File: src/rtl/fpadd_rr_scheduler.sv
// -----------------------------------------------------------------------------
// fpadd_rr_scheduler
//
// Shares one combinational single-precision FP adder among NREQ requesters.
// A round-robin arbiter picks one pending request, the operands are registered
// and held on the adder for EXEC_CYCLES cycles (multicycle path), and the
// captured sum/overflow is returned to the granted requester over a
// valid/ready response. One operation is in flight at a time.
//
// Parameters
//   NREQ         number of requesters (2..8)
//   EXEC_CYCLES  cycles the operands are held on the adder before capture (1..15)
//
// Ports
//   clk          clock, all state updates on the rising edge
//   rst          asynchronous, active-high reset
//   req_valid_i  per-requester operation request
//   req_a_i      operand A, requester i at [32*i+31:32*i]
//   req_b_i      operand B, same packing
//   req_ready_o  one-hot accept pulse (op taken when req_valid_i[i] & req_ready_o[i])
//   rsp_valid_o  one-hot result valid to the granted requester
//   rsp_ready_i  per-requester result acceptance
//   rsp_sum_o    result shared by all requesters, qualified by rsp_valid_o
//   rsp_ovf_o    adder overflow flag belonging to rsp_sum_o
//   add_a_o      operand A to the shared adder
//   add_b_o      operand B to the shared adder
//   add_sum_i    adder result (combinational from add_a_o/add_b_o)
//   add_ovf_i    adder overflow flag
//   busy_o       high in any state other than IDLE
//
// Optional feature, macro FPADD_SCHED_PERF_EN:
//   op_count_o   [15:0] completed response handshakes, wraps at 0xFFFF
//   ovf_count_o  [7:0]  completed responses with overflow, saturates at 0xFF
// -----------------------------------------------------------------------------
module fpadd_rr_scheduler #(
   parameter int NREQ        = 4,
   parameter int EXEC_CYCLES = 1
) (
   input  logic                 clk,
   input  logic                 rst,
   input  logic [NREQ-1:0]      req_valid_i,
   input  logic [32*NREQ-1:0]   req_a_i,
   input  logic [32*NREQ-1:0]   req_b_i,
   output logic [NREQ-1:0]      req_ready_o,
   output logic [NREQ-1:0]      rsp_valid_o,
   input  logic [NREQ-1:0]      rsp_ready_i,
   output logic [31:0]          rsp_sum_o,
   output logic                 rsp_ovf_o,
   output logic [31:0]          add_a_o,
   output logic [31:0]          add_b_o,
   input  logic [31:0]          add_sum_i,
   input  logic                 add_ovf_i,
   output logic                 busy_o
`ifdef FPADD_SCHED_PERF_EN
   ,
   output logic [15:0]          op_count_o,
   output logic [7:0]           ovf_count_o
`endif
);

   localparam int         PTR_W    = (NREQ > 1) ? $clog2(NREQ) : 1;
   localparam logic [3:0] CNT_LOAD = 4'(EXEC_CYCLES - 1);

   typedef enum logic [1:0] {
      S_IDLE,
      S_EXEC,
      S_RESP
   } state_e;

   state_e            state_q, state_d;
   logic [PTR_W-1:0]  ptr_q, ptr_d;     // last served requester
   logic [PTR_W-1:0]  gnt_q, gnt_d;     // requester owning the op in flight
   logic [3:0]        cnt_q, cnt_d;     // remaining EXEC cycles minus one
   logic [31:0]       add_a_q, add_a_d;
   logic [31:0]       add_b_q, add_b_d;
   logic [31:0]       rsp_sum_q, rsp_sum_d;
   logic              rsp_ovf_q, rsp_ovf_d;

   logic              arb_found;
   logic [PTR_W-1:0]  arb_idx;
   logic [31:0]       sel_a, sel_b;
   logic              rsp_done;

   // --------------------------------------------------------------------------
   // Round-robin search: first valid requester starting just after ptr_q,
   // so the last served requester has the lowest priority.
   // --------------------------------------------------------------------------
   always_comb begin
      int               idx;
      logic [PTR_W-1:0] idx_w;
      arb_found = 1'b0;
      arb_idx   = '0;
      idx       = 0;
      idx_w     = '0;
      for (int k = 1; k <= NREQ; k++) begin
         idx = int'(ptr_q) + k;
         if (idx >= NREQ) begin
            idx = idx - NREQ;
         end
         idx_w = PTR_W'(idx);
         if (!arb_found && req_valid_i[idx_w]) begin
            arb_found = 1'b1;
            arb_idx   = idx_w;
         end
      end
   end

   // Operand mux for the winning requester.
   always_comb begin
      sel_a = '0;
      sel_b = '0;
      for (int i = 0; i < NREQ; i++) begin
         if (arb_idx == PTR_W'(i)) begin
            sel_a = req_a_i[32*i +: 32];
            sel_b = req_b_i[32*i +: 32];
         end
      end
   end

   // --------------------------------------------------------------------------
   // FSM next state and outputs.
   // --------------------------------------------------------------------------
   // NOTE: every signal written here gets a default first, so no path leaves
   // one unassigned and no latch is inferred.
   always_comb begin
      state_d     = state_q;
      ptr_d       = ptr_q;
      gnt_d       = gnt_q;
      cnt_d       = cnt_q;
      add_a_d     = add_a_q;
      add_b_d     = add_b_q;
      rsp_sum_d   = rsp_sum_q;
      rsp_ovf_d   = rsp_ovf_q;
      req_ready_o = '0;
      rsp_valid_o = '0;
      rsp_done    = 1'b0;

      unique case (state_q)
         S_IDLE: begin
            if (arb_found) begin
               req_ready_o[arb_idx] = 1'b1;
               add_a_d              = sel_a;
               add_b_d              = sel_b;
               gnt_d                = arb_idx;
               cnt_d                = CNT_LOAD;
               state_d              = S_EXEC;
            end
         end

         S_EXEC: begin
            // Operands stay put on the adder; capture once the count expires.
            if (cnt_q != 4'd0) begin
               cnt_d = cnt_q - 4'd1;
            end else begin
               rsp_sum_d = add_sum_i;
               rsp_ovf_d = add_ovf_i;
               state_d   = S_RESP;
            end
         end

         S_RESP: begin
            rsp_valid_o[gnt_q] = 1'b1;
            // Only the owner's rsp_ready counts; others are ignored.
            if (rsp_ready_i[gnt_q]) begin
               ptr_d    = gnt_q;
               rsp_done = 1'b1;
               state_d  = S_IDLE;
            end
         end

         default: begin
            state_d = S_IDLE;
         end
      endcase

      // The grant path is combinational from req_valid_i; keep the accept
      // pulse quiet while reset is held so no requester sees a phantom accept.
      if (rst) begin
         req_ready_o = '0;
      end
   end

   // --------------------------------------------------------------------------
   // State registers.
   // --------------------------------------------------------------------------
   // NOTE: sequential state uses non-blocking assignments so every register
   // samples the pre-edge values, independent of statement order.
   always_ff @(posedge clk or posedge rst) begin
      if (rst) begin
         state_q   <= S_IDLE;
         ptr_q     <= PTR_W'(NREQ - 1);   // requester 0 gets first priority
         gnt_q     <= '0;
         cnt_q     <= '0;
         add_a_q   <= '0;
         add_b_q   <= '0;
         rsp_sum_q <= '0;
         rsp_ovf_q <= 1'b0;
      end else begin
         state_q   <= state_d;
         ptr_q     <= ptr_d;
         gnt_q     <= gnt_d;
         cnt_q     <= cnt_d;
         add_a_q   <= add_a_d;
         add_b_q   <= add_b_d;
         rsp_sum_q <= rsp_sum_d;
         rsp_ovf_q <= rsp_ovf_d;
      end
   end

   assign add_a_o   = add_a_q;
   assign add_b_o   = add_b_q;
   assign rsp_sum_o = rsp_sum_q;
   assign rsp_ovf_o = rsp_ovf_q;
   assign busy_o    = (state_q != S_IDLE);

`ifdef FPADD_SCHED_PERF_EN
   // --------------------------------------------------------------------------
   // Performance counters, stepped on each completed response handshake.
   // --------------------------------------------------------------------------
   logic [15:0] op_cnt_q, op_cnt_d;
   logic [7:0]  ovf_cnt_q, ovf_cnt_d;

   always_comb begin
      op_cnt_d  = op_cnt_q;
      ovf_cnt_d = ovf_cnt_q;
      if (rsp_done) begin
         op_cnt_d = op_cnt_q + 16'd1;              // wraps naturally
         if (rsp_ovf_q && (ovf_cnt_q != 8'hFF)) begin
            ovf_cnt_d = ovf_cnt_q + 8'd1;          // saturating
         end
      end
   end

   always_ff @(posedge clk or posedge rst) begin
      if (rst) begin
         op_cnt_q  <= '0;
         ovf_cnt_q <= '0;
      end else begin
         op_cnt_q  <= op_cnt_d;
         ovf_cnt_q <= ovf_cnt_d;
      end
   end

   assign op_count_o  = op_cnt_q;
   assign ovf_count_o = ovf_cnt_q;
`endif

endmodule
File: config.mk
export PLATFORM = sky130hd
export DESIGN_NAME = fpadd_rr_scheduler
export DESIGN_NICKNAME = d
export VERILOG_FILES = /design/src/rtl/fpadd_rr_scheduler.sv
export SDC_FILE = /design/constraint.sdc
export NUM_CORES = 1
export LEC_CHECK = 0
export ABC_AREA = 1
export CAP_MARGIN = 25
export CORE_AREA = 2 2 159 161
export CTS_BUF_LIST = sky130_fd_sc_hd__clkbuf_8
export DETAILED_ROUTE_END_ITERATION = 12
export DIE_AREA = 0 0 161 163
export SLEW_MARGIN = 10
export SYNTH_ARGS = -nofsm -noshare
export SYNTH_HDL_FRONTEND = slang
export SYNTH_SLANG_ARGS = --single-unit
File: constraint.sdc
create_clock -name clk -period 21.9 [get_ports clk]
set_clock_uncertainty 0.15 [all_clocks]
set_input_delay 6.57 -clock clk [delete_from_list [all_inputs] [get_ports clk]]
set_output_delay 6.57 -clock clk [all_outputs]
set_load 0.01 [all_outputs]
# Yosys cells after proc, flatten, opt, wreduce, memory -nomap -nowiden
# Index checks and enable logic that the tools add are counted.
# Widths: inputs -> output; s select.
[totals] word_cells=102 ramBits=0 latchBits=0 reg_bits=107 memories=0 mem_bits_ro=0
[classes] n_bitwise=1 order_cmp=12 mux=45 mul=0 shift=0 add_sub_neg=9 eq_ne=9 div=0 reduce_logical=18
[ops] cell="$mux 32" n=8
[ops] cell="$mux 4" n=6
[ops] cell="$mux 2" n=11
[ops] cell="$lt 2x3->1 const B" n=6
[ops] cell="$mux 1" n=11
[ops] cell="$bmux 1 s2" n=5
[ops] cell="$ge 3x3->1 const B" n=3
[ops] cell="$ne 2x2->1 const B" n=4
[ops] cell="$pmux 4 s2" n=1
[ops] cell="$sub 2x1->2 const B" n=4
[ops] cell="$add 2x2->3 const B" n=2
[ops] cell="$eq 2x2->1 const B" n=3
[ops] cell="$pmux 2 s3" n=1
[ops] cell="$reduce_and 2->1" n=3
[ops] cell="$reduce_and 3->1" n=2
[ops] cell="$logic_and 1x1->1" n=5
[ops] cell="$add 2x3->4 const B" n=1
[ops] cell="$demux 1 s2" n=2
[ops] cell="$eq 2x1->1 const B" n=2
[ops] cell="$ge 2x1->1 const B" n=2
[ops] cell="$ge 4x3->1 const B" n=1
[ops] cell="$logic_not 2->1" n=2
[ops] cell="$reduce_bool 2->1" n=2
[ops] cell="$reduce_bool 4->1" n=1
[ops] cell="other kinds (4)" n=6

# Logic depth before layout (Yosys ltp)
# Gate-level depths: netlist of run 1.
[logic_depth] depth_word=22 ltp_mapped=18

# Least setup slack after synthesis of run 1
# Ideal clock, no wire load.
[synth_timing] path_kind="input -> output" start="in rst" end="out req_ready_o[1]" stages=3 t_required_ps=15180 arrival_ps=9546 path_slack_ps=5634 path_buffers=0 cell_sequence="inv_1 > nand2_1 > nor3_1"
[synth_via] elab_chain_len=1
[synth_lines] element="start: declaration" line_no="40" rtl="input logic rst,"
[synth_lines] element="$mux 4" line_no="178" rtl="if (rst) begin"
[synth_lines] element="end: declaration" line_no="44" rtl="output logic [NREQ-1:0] req_ready_o,"
# Every way passes these cells.

# Final worst setup path of run 1
[layout_timing] start="in req_valid_i[0]" end="out req_ready_o[3]"
[layout_via] elab_chain_len=19 word_cells_on_any_way=30
[layout_lines] element="start: declaration" line_no="41" rtl="input logic [NREQ-1:0] req_valid_i,"
[layout_lines] element="$bmux 1 s2" line_no="101" rtl="if (!arb_found && req_valid_i[idx_w]) begin"
[layout_lines] element="$mux 1 (implied by the code)" line_no="101"
[layout_lines] element="$mux 1" line_no="101"
[layout_lines] element="$logic_not 1->1" line_no="101"
[layout_lines] element="$logic_and 1x1->1" line_no="101"
[layout_lines] element="$mux 1" line_no="101"
[layout_lines] element="$logic_not 1->1" line_no="101"
[layout_lines] element="$logic_and 1x1->1" line_no="101"
[layout_lines] element="[... 3 more ...]"
[layout_lines] element="$mux 2" line_no="101"
[layout_lines] element="$lt 2x3->1 (implied by the code) or $ge 2x1->1 (tied branches)" line_no="141" rtl="req_ready_o[arb_idx] = 1'b1;"
[layout_lines] element="$logic_and 1x1->1 (implied by the code)" line_no="141"
[layout_lines] element="$mux 1 (implied by the code)" line_no="141"
[layout_lines] element="$demux 1 s2" line_no="141"
[layout_lines] element="$mux 4 (*)" line_no="140" rtl="if (arb_found) begin"
[layout_lines] element="$mux 4 (*)" line_no="138" rtl="unique case (state_q)"
[layout_lines] element="$mux 4 (*)" line_no="178"
# Mark *: on every way between the ends. The rest lies on a longest branch, timed or not. The select of a mux whose other input is x is not followed.

==> impl_metrics.toml, run 1 <==
[run_status]
outcome = "finished clean"

[sta]
tightest_slew_ns = 0.916
setup_viol = 0
report.final.hold_viol_count = 0
rsz0062_at_grt = "false"
tns_ns = 0
fin_crit_sh_pct = 71.7
slew_viol_final = 0
fmax_mhz = 63.7
fin_crit_ns = 15.70
fin_ws_ns = 6.20
maxSlewHeadroom_pct = 38.9

[routing]
drt_iter0_drc = 445
wire_per_inst_um = 16.7
num_vias = 7450
drt_pass1_iterations = 5
wl_um = 26900
routed_via_density = 4.62
detail-route-antenna-nets = 0
drc_errors = 0

[clocking]
cts-hold-fix-buffers = 0
cts_inserted_buffers = 9
clock_latency_ns = 0.39
clk_pin_slew_worst_paths_ns = 0.11
cts.sinks = 107
cts_buffer_depth = 2
cts_tree = "done"
cts-root-buf = "clkbuf_8"
post_cts.repair.setup_buffers = 0
htreeDepth = 3
cts.repair.resized = 0

[min_path]
hp-start = "add_b_o[11]"
hp-class = "flop to flop"
hold_depth = 2
holdPathEnd = "add_b_o[11]"

[logic_synthesis]
synth_top_area_share_pct = 40.2
synth_top_area_cell = "dfrtp_1"
ys_warn_count = 0
yosys-top-cells-area = "dfrtp_1 40%, nand2_1 18%, nand3_1 11%"
ys_ff_latch = 107
syn_area_um2 = 6530
synth-edff-count = 0
synth_nets = 1210
synth_cell_types = 30
syn_avg_cell_area_um2 = 7.18
ys_async_sr_fraction_pct = 100
yosysSeqAreaShare_pct = 41.0
ys.flop_type = "dfrtp_1"
synth_cells = 910

[floorplanning]
pin_count = 405
die_h_um = 163
start_util_pct = 26.5
coreArea_um2 = 24700
die_area_um2 = 26200
fp-row-count = 58
fp.dieW_um = 161

[critical_path]
crit_fanout = 25
cp-end-kind = "output port"
cp_num_buf_inv = 3
rr_startpoint = "ptr_q[0]"
reg2regPathDepth = 14
reg2reg_to = "add_a_o[26]"
critical_path.top_delay_family = "buffers and inverters"
reg2reg_slack_ns = 18.73
cp_cell_sequence = "clkdlybuf4s50_1, nand2_1, nand2_1, nand2_4, nand2_4, nor2_8, nand3_2, nand2_2, nand2_4, inv_4, nand2_2, nor2_1, clkdlybuf4s50_1"
crit_path_frequent_cell = "nand2_4"
required_ns = 15.18
critPathSlowestCell = "clkdlybuf4s50_1"
path_class = "input port to output port"
slowest_delay_ns = 0.57
arrival_ns = 8.98
worst_setup_path_start_kind = "input port"

[power_and_ir_drop]
p_total_mw = 1.72
p_leak_nw = 4.95
p_sw_mw = 0.886
p_sw_share_pct = 51.6
p_int_mw = 0.832
ir_drop_mv = 0.0817
combPwrFrac_pct = 71.4
seqPwrFrac_pct = 20.9
clockPowerShare_pct = 7.7
powerDensity_nw_per_um2 = 157

[layout]
utilization_pct = 44.5
final_nets = 1576
fin_area_um2 = 11000
final_common_cell = "clkdlybuf4s50_1"
drive_above_1_share_pct = 6.64
layout_common_cells = "404 x clkdlybuf4s50_1, 310 x nand2_1, 146 x nand3_1"
antennaDiodeCount = 0
fillers = 2503
syn2layout_area_growth_pct = 67.9

[placed_design]
pre_cts_ws_ns = 6.23
place_congestion = 0.865
hpwl_um = 19700
port-buffer-count = 404
placed_area_um2 = 10800

[global_route]
grt_use_total_pct = 19.8
grt_pass1_vias = 7102
overflow = 0
antenna_found_initial = 1
grt_pass1_wl_um = 40600
grt_max_degree = 88

[run]
cap_violations = 0
[layout make-up]
type / instances / area, µm² / area share [%]
flip-flops and latches: 107 / 2680 / 24.4
multi-input cells: 677 / 3290 / 30.0
clock inverters: 7 / 86.3 / 0.787
clock buffers: 9 / 124 / 1.13
well taps: 330 / 413 / 3.76
inverters: 68 / 263 / 2.40
repair buffers: 413 / 4110 / 37.5
[synth_stat cells, types with 5 or more instances]
cell type / number
nand2_1: 311
nand3_1: 146
dfrtp_1: 105
inv_1: 61
nor2_1: 61
o21ai_0: 48
mux2_2: 33
buf_2: 30
nand4_1: 26
clkbuf_1: 19
o21ai_1: 14
nand3b_1: 10
nor3_1: 7
buf_4: 5
inv_2: 5
[sequential cells by signal, indices dropped and copies added, names as in the netlist]
register and flops:
ptr_q 2, gnt_q 2, add_a_o 32, rsp_sum_o 32, cnt_q 4, add_b_o 32, rsp_ovf_o 1, state_q 2
[how the worst max path moves through the flow]
stage                        start              to  slack, ns  depth (start not counted)
finish              req_valid_i[0]  req_ready_o[3]       6.20                         13
CTS                 req_valid_i[0]  req_ready_o[2]       6.21                         12
floorplan                      rst  req_ready_o[1]       5.63                          3
global route        req_valid_i[2]  req_ready_o[2]       6.04                         12
global placement    req_valid_i[3]  req_ready_o[3]       6.25                         13
detailed placement  req_valid_i[0]  req_ready_o[3]       6.23                         13
[worst min-delay path: stages, from the launching register on]
cell and delay, ns:
dfrtp_1 0.36, nand2_1 0.05, nand2_1 0.05
[stage by stage]
stage               hold slack (ns)  instances
global placement              0.311       1595
CTS                           0.346       1611
detailed placement            0.315       1595
global route                  0.357       1611
floorplan                     0.358        910
finish                        0.341       1611
[kinds of logic after synthesis]
group / share of synthesized area, %
fa+ha+maj: 0.192
buf+inv: 8.64
flops: 41.0
xor+xnor: 0.268
compound gates: 4.90
mux: 5.69
simple gates: 39.3
[per-layer routing]
metal / vias to the layer above / global-route usage, % / share of wire [%]
met5: - / 0 / 0.048
met4: 2 / 5.11 / 1.8
met3: 34 / 3.51 / 5.4
met2: 272 / 34.2 / 50
met1: 3469 / 25.6 / 43
li1: 3673 / - / -
[power by group through the flow]
stage | sequential [mW] | clock [mW] | combinational (mW)
2_1_floorplan | 0.398 | 0 | 0.750
3_3_place_gp | 0.358 | 0 | 1.23
3_5_place_dp | 0.360 | 0 | 1.24
4_1_cts | 0.359 | 0.138 | 1.24
5_1_grt | 0.372 | 0.145 | 1.37
6_report | 0.359 | 0.133 | 1.23
No activity file was read; power rests on OpenSTA's default activity.
==> run 2: changes to the inputs <==
CORE_AREA = 2 2 157 159   (was 2 2 159 161)
DIE_AREA = 0 0 159 161   (was 0 0 161 163)
clock period = 14.32 ns   (was 21.9 ns; I/O delays follow)
==> run 2 against run 1 <==
Compared with the run above: sequential share of layout area about the same; final cell count decreased by 0.31%; global-route usage increased by 0.59 points; worst hold slack got worse by 0.0036 ns.
==> impl_metrics.toml, run 2 (synthesized netlist as in run 1, its figures left out) <==
[sta]
slew_viol_final = 0
maxSlewHeadroom_pct = 39.4
rsz0062_at_grt = "false"
report.final.hold_viol_count = 0
fmax_mhz = 88.2
tightest_slew_ns = 0.908
tns_ns = 0
fin_crit_sh_pct = 79.1
fin_crit_ns = 11.33
hold_ws_ns = 0.337
setup_viol = 0

[layout]
syn2layout_area_growth_pct = 67.7
drive_above_1_share_pct = 6.64
layout_common_cells = "404 x clkdlybuf4s50_1, 310 x nand2_1, 146 x nand3_1"
fillers = 2504
utilization_pct = 45.7
layout.area.seq_um2 = 2680
final_common_cell = "clkdlybuf4s50_1"
multiInputGateArea_um2 = 3290
final_nets = 1576

[critical_path]
cp_cell_sequence = "clkdlybuf4s50_1, nand2_1, nand2_1, nand2_4, nand4_1, nand2_1, inv_2, nand2_4, nor3_1, clkdlybuf4s50_1"
cp-end-kind = "output port"
arrival_ns = 6.89
crit_fanout = 68
path_class = "input port to output port"
required_ns = 9.87
worst_setup_path_start_kind = "input port"
critPathSlowestCell = "clkdlybuf4s50_1"
cp_num_buf_inv = 3
crit_path_frequent_cell = "nand2_1"
critical_path.top_delay_family = "buffers and inverters"
slowest_delay_ns = 0.59

[clocking]
post_cts.repair.setup_buffers = 0
cts_buffer_depth = 2
cts-root-buf = "clkbuf_8"
clock_latency_ns = 0.39
htreeDepth = 3
cts.repair.resized = 0
cts.sinks = 107
clk_pin_slew_worst_paths_ns = 0.10
cts-hold-fix-buffers = 0
cts_tree = "done"
cts_inserted_buffers = 9

[routing]
num_vias = 7451
wire_per_inst_um = 16.6
detail-route-antenna-nets = 0
wl_um = 26600
drt_iter0_drc = 436
routed_via_density = 4.64
drt_pass1_iterations = 5
drc_errors = 0

[global_route]
overflow = 0
antenna_found_initial = 1
grt_use_total_pct = 20.4
grt.busiest_layer = "met2"
use_met3_pct = 5.70
use_met1_pct = 24.2
grt_max_degree = 85
grt_pass1_vias = 7337
grt_pass1_wl_um = 41000
use_met2_pct = 35.6

[power_and_ir_drop]
p_leak_nw = 4.94
powerDensity_nw_per_um2 = 236
ir_drop_mv = 0.123

[floorplanning]
start_util_pct = 27.3
pin_count = 405
die_area_um2 = 25600
fp.dieW_um = 159
coreArea_um2 = 24000
fp-row-count = 57
die_h_um = 161

[placed_design]
port-buffer-count = 404
hpwl_um = 19800
place_congestion = 0.863

[min_path]
hp-class = "flop to flop"

[run_status]
outcome = "finished clean"

[run]
cap_violations = 0
-- run 2: cell types whose count changed in the layout (fill, tap and decap cells not counted) --
cell,delta
clkinvlp_4,+1
diode_2,+1
inv_12,-1
-- run 2: routing by layer --
metal	vias to the layer above	routed length, µm
met4	0	665
met3	37	2020
met1	3427	10700
met5	-	0
li1	3684	-
met2	303	13200
-- run 2: worst paths after layout --
kind                           startpoint        endpoint  cells after the start  slack, ns
max                        req_valid_i[0]  req_ready_o[1]                     10       2.99
max reg2reg                      ptr_q[0]     add_a_o[31]                     16      10.66
min reg2reg                   add_a_o[31]     add_a_o[31]                      2       0.34
min                           add_a_o[31]     add_a_o[31]                      2       0.34
max in group asynchronous             rst   rsp_sum_o[11]                      3       8.98
min in group asynchronous             rst   rsp_sum_o[17]                      2       4.13
-- run 2: where the power goes --
part           internal, mW  switching (mW)  leakage [nW]
Combinational         0.733            1.11          3.56
Clock                0.0691           0.123        0.0979
Sequential            0.464          0.0854          1.28
-- run 2: tightest hold or removal path, cell delays in order, from the launching register on --
cell     delay [ns]
dfrtp_1        0.35
nand2_1        0.06
nand2_1        0.05
-- run 2: layout make-up --
cell class / count / area share (%)
multi-input combinational: 677 / 30.0
inverter: 68 / 2.40
clock inverter: 7 / 0.708
antenna: 1 / 0.0228
sequential: 107 / 24.5
tap: 324 / 3.70
timing repair buffer: 413 / 37.5
clock buffer: 9 / 1.13
-- run 2: through the flow --
stage	power [mW]	std cells	instance area (µm²)	worst slack [ns]
floorplan	1.76	910	6530	2.60
detailed placement	2.43	1589	10800	2.97
finish	2.58	1606	11000	2.99
global route	2.85	1606	11000	2.80
CTS	2.63	1605	11000	2.94
global placement	2.40	1589	10800	3.02
==> run 3: changes to the inputs <==
CORE_AREA = 2 2 158 160   (was 2 2 157 159)
DIE_AREA = 0 0 160 162   (was 0 0 159 161)
clock period = 10.8 ns   (was 14.32 ns; I/O delays follow)
==> run 3 against run 2 <==
Compared with the run above: routed wire length down 0.82%; first-iteration DRC count down 7.1%; flip-flop and latch count unchanged; power up 34%; via count down 0.30%; critical path type unchanged; global-route usage down 0.66 points; clock power up 40%; critical endpoint is now req_ready_o[2]; worst hold slack better by 0.0019 ns; sequential share of layout area down 0.075 points; clock-buffer cell count unchanged; die area up 1.3%; highest routed layer is now met5; non-clock buffer count up 1.
==> impl_metrics.toml, run 3 (synthesized netlist as in run 1, its figures left out) <==
[routing]
drc_errors = 0
drt_pass1_iterations = 5
wl_um = 26400
routed_via_density = 4.62
wire_per_inst_um = 16.4
detail-route-antenna-nets = 0
num_vias = 7429
drt_iter0_drc = 405

[sta]
setup_viol = 0
fmax_mhz = 111
fin_crit_sh_pct = 83.8
slew_viol_final = 0
fin_crit_ns = 9.05
hold_ws_ns = 0.339
rsz0062_at_grt = "false"
report.final.hold_viol_count = 0
tightest_slew_ns = 0.924
maxSlewHeadroom_pct = 38.4
tns_ns = 0

[floorplanning]
die_h_um = 162
fp.dieW_um = 160
die_area_um2 = 25900
fp-row-count = 57
coreArea_um2 = 24100
start_util_pct = 27.1
pin_count = 405

[clocking]
cts.sinks = 107
cts_inserted_buffers = 9
post_cts.repair.setup_buffers = 0
clk_pin_slew_worst_paths_ns = 0.11
htreeDepth = 3
clock_latency_ns = 0.38
cts_tree = "done"
cts.repair.resized = 0
cts-hold-fix-buffers = 0
cts_buffer_depth = 2
cts-root-buf = "clkbuf_8"

[critical_path]
crit_fanout = 32
cp-end-kind = "output port"
path_class = "input port to output port"
required_ns = 7.41
arrival_ns = 5.66
worst_setup_path_start_kind = "input port"

[min_path]
hp-class = "flop to flop"

[power_and_ir_drop]
p_leak_nw = 4.96
ir_drop_mv = 0.160
powerDensity_nw_per_um2 = 314
p_total_mw = 3.46

[layout]
utilization_pct = 45.6
final_nets = 1577
layout_common_cells = "404 x clkdlybuf4s50_1, 310 x nand2_1, 146 x nand3_1"
final_common_cell = "clkdlybuf4s50_1"
syn2layout_area_growth_pct = 68.2
instances_no_fill = 1608
drive_above_1_share_pct = 6.71

[global_route]
antenna_found_initial = 4
grt_use_total_pct = 19.7
grt_pass1_vias = 7299
grt_pass1_wl_um = 40100
grt_max_degree = 85
overflow = 0

[run_status]
outcome = "finished clean"

[run]
cap_violations = 0

[placed_design]
port-buffer-count = 404
place_congestion = 0.803
dp.cells = 1589
hpwl_um = 19100
[run 3: cell types whose count changed in the layout (fill, tap and decap cells not counted)]
cell / change
clkinvlp_4: -1
buf_12: +1
inv_8: +1
inv_12: +1
diode_2: +1
inv_6: -1
[run 3: critical path: stages]
cell             delay [ns]
clkdlybuf4s50_1        0.48
nand2_1                0.06
nand2_1                0.11
nand2_1                0.11
nand2_4                0.12
nor2_1                 0.05
nor2_1                 0.11
nand2_2                0.08
nand2_4                0.27
inv_4                  0.19
nor3_1                 0.24
clkdlybuf4s50_1        0.58
[run 3: layout make-up]
| class | count | area, µm² |
|---|---|---|
| Fill cell | 2557 | 13100 |
| Timing Repair Buffer | 414 | 4130 |
| Multi-Input combinational cell | 677 | 3290 |
| Sequential cell | 107 | 2680 |
| Tap cell | 324 | 405 |
| Inverter | 68 | 263 |
| Clock buffer | 9 | 124 |
| Clock inverter | 7 | 88.8 |
| Antenna cell | 2 | 5.00 |
[run 3: routing by layer]
metal / part of all wire [%] / track usage (%) / routed length [µm] / vias to the layer above
met5: 0.095 / 0 / 25 / -
met3: 8.1 / 6.26 / 2140 / 47
met2: 48 / 34.5 / 12800 / 304
li1: - / - / - / 3677
met4: 3.2 / 7.33 / 831 / 4
met1: 40 / 22.7 / 10600 / 3397
[run 3: through the flow]
stage                     setup WS [ns]  cell area, µm²
after detailed placement           1.77           10800
final                              1.75           11000
after CTS                          1.75           11000
after global placement             1.76           10800
after global routing               1.52           11000
after floorplan                    1.19            6530
[run 3: worst paths after layout]
path | start | endpoint | slack, ns | depth (start not counted)
max in group asynchronous | rst | add_a_o[23] | 6.28 | 4
min in group asynchronous | rst | rsp_sum_o[16] | 3.06 | 2
worst max-delay path | req_valid_i[2] | req_ready_o[2] | 1.75 | 12
worst min-delay path | add_b_o[9] | add_b_o[9] | 0.34 | 2
worst min register to register | add_b_o[9] | add_b_o[9] | 0.34 | 2
worst max register to register | ptr_q[0] | add_b_o[1] | 7.14 | 16
[run 3: report_power, final]
group          total [mW]  internal (mW)  leakage (nW)  switching, mW
clock               0.269         0.0957         0.107          0.173
sequential          0.722          0.615          1.28          0.107
combinational        2.46          0.977          3.57           1.49
total                3.46           1.69          4.96           1.77
